`src/rtl/clkdiv_pkg.sv`:
```
// rtl/clkdiv_pkg.sv - shared channel state encoding and divisor clamping for clkdiv_multi
package clkdiv_pkg;

    typedef enum logic [1:0] {
        ST_IDLE = 2'd0,
        ST_RUN  = 2'd1,
        ST_STEP = 2'd2
    } state_t;

    localparam int unsigned MIN_DIV = 2;

    function automatic int unsigned clamp_div(input int unsigned div);
        return (div < MIN_DIV) ? MIN_DIV : div;
    endfunction

endpackage

```
`src/rtl/clkdiv_channel.sv`:
```
// rtl/clkdiv_channel.sv - one divided-clock channel: counter, FSM, shadow divisor, CLKOUT/TICK registers
module clkdiv_channel
    import clkdiv_pkg::*;
#(
    parameter int CNT_W       = 8,
    parameter int DEFAULT_DIV = 14
) (
    input  logic             i_clk,
    input  logic             i_rst,
    input  logic             i_enable,
    input  logic             i_step,
    input  logic             i_sync,
    input  logic             i_div_we,
    input  logic [CNT_W-1:0] i_div_val,
    output logic             o_clkout,
    output logic             o_tick,
    output logic             o_busy
);

    localparam logic [CNT_W-1:0] RST_DIV = CNT_W'(clamp_div(DEFAULT_DIV));

    state_t           r_state;
    logic [CNT_W-1:0] r_cnt;
    logic [CNT_W-1:0] r_div;
    logic [CNT_W-1:0] r_shadow;
    logic             r_pending;
    logic             r_clkout;
    logic             r_tick;
    logic             r_busy;

    logic [CNT_W-1:0] w_div_new;
    logic [CNT_W-1:0] w_div_next;
    logic [CNT_W-1:0] w_cnt_inc;
    logic [CNT_W-1:0] w_hi;
    logic             w_boundary;
    logic             w_realign;
    logic             w_restart;

    assign w_div_new  = CNT_W'(clamp_div(32'(i_div_val)));
    assign w_cnt_inc  = r_cnt + 1'b1;
    assign w_hi       = r_div - (r_div >> 1);
    assign w_boundary = (r_cnt == r_div - 1'b1);
    assign w_realign  = (r_state == ST_RUN) && i_sync;
    assign w_restart  = w_realign || ((r_state == ST_RUN) && i_enable);

    // A write landing on the boundary cycle wins over an older pending shadow.
    assign w_div_next = i_div_we  ? w_div_new :
                        r_pending ? r_shadow  : r_div;

    always_ff @(posedge i_clk or posedge i_rst) begin
        if (i_rst) begin
            r_state   <= ST_IDLE;
            r_cnt     <= '0;
            r_div     <= RST_DIV;
            r_shadow  <= '0;
            r_pending <= 1'b0;
            r_clkout  <= 1'b0;
            r_tick    <= 1'b0;
            r_busy    <= 1'b0;
        end else begin
            r_tick <= 1'b0;
            case (r_state)
                ST_IDLE: begin
                    r_cnt    <= '0;
                    r_clkout <= 1'b0;
                    if (i_div_we) begin
                        r_div <= w_div_new;
                    end
                    if (i_enable || i_step) begin
                        r_state  <= i_enable ? ST_RUN : ST_STEP;
                        r_clkout <= 1'b1;
                        r_tick   <= 1'b1;
                        r_busy   <= 1'b1;
                    end
                end
                ST_RUN, ST_STEP: begin
                    if (w_realign || w_boundary) begin
                        r_div     <= w_div_next;
                        r_pending <= 1'b0;
                        r_cnt     <= '0;
                        if (w_restart) begin
                            r_clkout <= 1'b1;
                            r_tick   <= 1'b1;
                        end else begin
                            r_state  <= ST_IDLE;
                            r_clkout <= 1'b0;
                            r_busy   <= 1'b0;
                        end
                    end else begin
                        r_cnt    <= w_cnt_inc;
                        r_clkout <= (w_cnt_inc < w_hi);
                        if (i_div_we) begin
                            r_shadow  <= w_div_new;
                            r_pending <= 1'b1;
                        end
                    end
                end
                default: begin
                    r_state  <= ST_IDLE;
                    r_cnt    <= '0;
                    r_clkout <= 1'b0;
                    r_busy   <= 1'b0;
                end
            endcase
        end
    end

    assign o_clkout = r_clkout;
    assign o_tick   = r_tick;
    assign o_busy   = r_busy;

endmodule

```
`src/rtl/clkdiv_multi.sv`:
```
// rtl/clkdiv_multi.sv - N_CH programmable clock dividers; SYNC phase-align port present with CLKDIV_SYNC_EN
module clkdiv_multi
    import clkdiv_pkg::*;
#(
    parameter int N_CH        = 4,
    parameter int CNT_W       = 8,
    parameter int DEFAULT_DIV = 14,
    localparam int SEL_W      = (N_CH > 1) ? $clog2(N_CH) : 1
) (
    input  logic              CLK,
    input  logic              RST,
    input  logic [N_CH-1:0]   ENABLE,
    input  logic [N_CH-1:0]   STEP,
    input  logic              DIV_WE,
    input  logic [SEL_W-1:0]  DIV_SEL,
    input  logic [CNT_W-1:0]  DIV_VAL,
`ifdef CLKDIV_SYNC_EN
    input  logic              SYNC,
`endif
    output logic [N_CH-1:0]   CLKOUT,
    output logic [N_CH-1:0]   TICK,
    output logic [N_CH-1:0]   BUSY
);

    logic w_sync;

`ifdef CLKDIV_SYNC_EN
    assign w_sync = SYNC;
`else
    assign w_sync = 1'b0;
`endif

    // Selects that match no channel simply never raise a write enable.
    for (genvar gi = 0; gi < N_CH; gi++) begin : g_ch
        logic w_we;
        assign w_we = DIV_WE && (DIV_SEL == SEL_W'(gi));

        clkdiv_channel #(
            .CNT_W       (CNT_W),
            .DEFAULT_DIV (DEFAULT_DIV)
        ) u_channel (
            .i_clk     (CLK),
            .i_rst     (RST),
            .i_enable  (ENABLE[gi]),
            .i_step    (STEP[gi]),
            .i_sync    (w_sync),
            .i_div_we  (w_we),
            .i_div_val (DIV_VAL),
            .o_clkout  (CLKOUT[gi]),
            .o_tick    (TICK[gi]),
            .o_busy    (BUSY[gi])
        );
    end

endmodule

```
`config.mk`:
```
export PLATFORM = sky130hd
export DESIGN_NAME = clkdiv_multi
export DESIGN_NICKNAME = d
export VERILOG_FILES = /design/src/rtl/clkdiv_pkg.sv /design/src/rtl/clkdiv_channel.sv /design/src/rtl/clkdiv_multi.sv
export SDC_FILE = /design/constraint.sdc
export NUM_CORES = 1
export LEC_CHECK = 0
export ABC_AREA = 0
export CAP_MARGIN = 30
export CORE_MARGIN = 10
export CORE_UTILIZATION = 59
export DETAILED_ROUTE_END_ITERATION = 8
export PLACE_DENSITY = 0.84
export SLEW_MARGIN = 0
export SYNTH_ARGS = -nofsm -noshare
export SYNTH_HDL_FRONTEND = slang
export SYNTH_SLANG_ARGS = --single-unit
```
`constraint.sdc`:
```
create_clock -name CLK -period 10.4 [get_ports CLK]
set_clock_uncertainty 0.2 [all_clocks]
set_input_delay 1.56 -clock CLK [delete_from_list [all_inputs] [get_ports CLK]]
set_output_delay 1.56 -clock CLK [all_outputs]
set_load 0.005 [all_outputs]
```
==> qor.yml <==
status:
  status: "completed"
timing:
  setup_viol: 0
  hold_viol: 0
  period_share_pct: 34.5
  hold-worst-slack_ps: 292
  tightest_slew_ps: 851
  max_freq_mhz: 279
  finalSetupTns_ps: 0
  slew_violations: 0
  rsz0062_at_grt: "no"
  period_minus_slack_ps: 3590
  slew_headroom_pct: 43.3
clocking:
  h-tree-depth: 4
  hold_buffers: 0
  cts_tree: "done"
  clockRootBuffer: "clkbuf_16"
  numCtsBuffers: 17
  cts.sinks: 120
  clockBufferDepth: 2
  clk_pin_slew_ps: 60
  cts-resized-gates: 0
  cts_setup_buffers: 0
  clock_latency_ps: 420
logic_synthesis:
  synth.most_common_cell: "dfrtp_1"
  synth.avg_cell_area_sq_um: 10.2
  synth_compound_area_share_pct: 10.5
  synthesis.nets: 985
  ys_warn_count: 0
  synth_top_family_by_area: "adder cells"
  synth_top_area_cell: "dfrtp_1"
  synth-seq-area-share_pct: 34.6
  synthCells: 856
  synth_cell_type_count: 64
  synthAdderAreaFrac_pct: 15.8
  synth_edf_count: 0
  syn_area_sq_um: 8730
  synth_commonest_cells: "dfrtp_1, ha_1, inv_1"
  synth_ff_type: "dfrtp_1"
  synth_simple_gate_area_share_pct: 12.8
  yosys.area.top_type_share_pct: 31.0
  synth_area_leaders: "dfrtp_1, ha_1, mux2i_1"
  muxShareOfSynthArea_pct: 11.6
  synthXorXnorAreaFrac_pct: 10.1
  async_flop_share_pct: 100
  synth-seq-cells: 120
worst_setup_path:
  max_stage_delay_ps: 540
  cp.depth: 5
  critPathTopFamily: "simple AND/OR/NAND/NOR gates"
  path_cells: "clkdlybuf4s50_1, or3b_2, or2_2, nor2_2, mux2_2"
  arrival_ps: 3690
  cp_max_fo: 8
  setup.worst_path.start_class: "primary input"
  worst_r2r_path_depth: 15
  end_kind: "flip-flop"
  crit_required_ps: 10500
  crit_path_top_delay_cell: "or3b_2"
  path_class: "primary input to flip-flop"
  critPathBufInv: 1
floorplanning:
  ioPinCount: 33
  core_sq_um: 14500
  rows: 44
  fp.dieW_microns: 142
  die_h_microns: 142
  dieArea_sq_um: 20100
  start_util_pct: 60.1
layout:
  antenna_cells: 0
  final_util_pct: 67.1
  drive_above_1_share_pct: 11.1
  fin_nets: 1013
  area_delta_synth_final_pct: 11.7
power_and_ir_drop:
  peakVddDrop_mv: 0.228
  finalPower_mw: 3.27
  cellLeakagePower_nw: 4.84
  powerDensity_nw_per_um2: 335
grt:
  grt_antenna_before_repair: 0
  grt_pass1_wl_microns: 29700
  grt_usage_pct: 17.7
  grt_max_degree: 69
  grt_pass1_vias: 6318
  overflow: 0
routing:
  viasPerCell: 5.60
  initialDrtViolationCount: 471
  wirelength_microns: 17200
  drc: 0
  vias: 6057
  routedWlPerCell_microns: 15.9
  firstDrtPassIters: 4
  drtAntennaViolNets: 0
run:
  cap_violations: 0
placed_design:
  gp_congestion: 0.821
  port_buffers: 32
  dp_hpwl_microns: 12600
hold_path:
  hp-class: "flip-flop to flip-flop"
  hold-path-cell-count: 1
## stage by stage
| stage | worst slack, ps | cell area, sq um | std cells |
|---|---|---|---|
| global placement | 6460 | 9160 | 1049 |
| finish | 6810 | 9750 | 1081 |
| global route | 6750 | 9750 | 1081 |
| floorplan | 5470 | 8730 | 856 |
| CTS | 6850 | 9750 | 1081 |
| detailed placement | 6410 | 9160 | 1049 |
## sequential cells by signal, summed over array words and instances, names as in the netlist
register and cells:
g_ch.u_channel.o_busy 4, g_ch.u_channel.r_cnt 32, g_ch.u_channel.o_clkout 4, g_ch.u_channel.r_shadow 32
g_ch.u_channel.r_div 32, g_ch.u_channel.o_tick 4, g_ch.u_channel.r_pending 4, g_ch.u_channel.r_state 8
## worst reg2reg max path: stages (launching register included)
cell and delay [ps]:
dfstp_2 530, inv_1 130, ha_1 360, inv_1 50, a21oi_1 200, nor2_1 70, o21ba_2 210, nor2_1 120
xnor2_1 170, ha_1 290, a21o_1 160, a21o_1 170, a21oi_1 130, o31ai_1 90, or3_1 310, a21oi_1 150
## cells by family (layout without fill, tap and decap cells)
group | Yosys count | count (layout)
flip-flops | 120 | 120
XOR/XNOR | 101 | 101
multiplexers | 96 | 96
adder cells (fa/ha/maj) | 108 | 108
AO/OA/AOI/OAI | 128 | 128
AND/OR/NAND/NOR | 207 | 207
buffers and inverters | 96 | 137
## path summary, 6_finish.rpt
| kind | from | to | slack [ps] |
|---|---|---|---|
| setup / recovery | DIV_WE | g_ch[0].u_channel.r_shadow[0]$_DFFE_PP0P_ | 6810 |
| hold / removal | g_ch[3].u_channel.r_shadow[3]$_DFFE_PP0P_ | g_ch[3].u_channel.r_shadow[3]$_DFFE_PP0P_ | 290 |
| setup reg to reg | g_ch[1].u_channel.r_div[2]$_DFFE_PP1P_ | g_ch[1].u_channel.o_clkout$_DFF_PP0_ | 6970 |
| hold reg to reg | g_ch[3].u_channel.r_shadow[3]$_DFFE_PP0P_ | g_ch[3].u_channel.r_shadow[3]$_DFFE_PP0P_ | 290 |
| max in group asynchronous | RST | g_ch[1].u_channel.r_div[0]$_DFFE_PP0P_ | 7320 |
| min in group asynchronous | RST | g_ch[1].u_channel.r_cnt[0]$_DFF_PP0_ | 1480 |
## power breakdown
part | internal, mW | switching (mW) | leakage (nW)
sequential | 0.665 | 0.151 | 1.44
combinational | 0.856 | 0.995 | 3.11
clock | 0.382 | 0.221 | 0.286
## area by class of cell
cell class / count / area [sq um]
multi-input combinational: 640 / 5310
clock inverter: 12 / 150
clock buffer: 20 / 447
tap: 184 / 230
sequential: 120 / 3020
timing repair buffer: 34 / 335
fill: 1117 / 4780
inverter: 71 / 269
## placed cells by master, fill, tap and decap left out, drive strengths merged, types with 17 or more instances in the layout
master and n:
clkdlybuf4s50 32, mux2i 61, nand2 34, inv 72
a21oi 29, ha 104, o21ai 17, nor2 64
xor2 35, dfrtp 108, mux2 35, nor2b 35
xnor2 66, clkbuf 20, nand3 17
## metal layers
| metal | global-route usage, % | wire length [microns] | vias up |
|---|---|---|---|
| met3 | 4.37 | 512 | 21 |
| li1 | - | - | 2980 |
| met4 | 5.33 | 211 | 0 |
| met5 | 0 | 0 | - |
| met2 | 31.1 | 8910 | 57 |
| met1 | 20.9 | 7570 | 2999 |
Note: power is estimated with default switching activity, not from simulation.
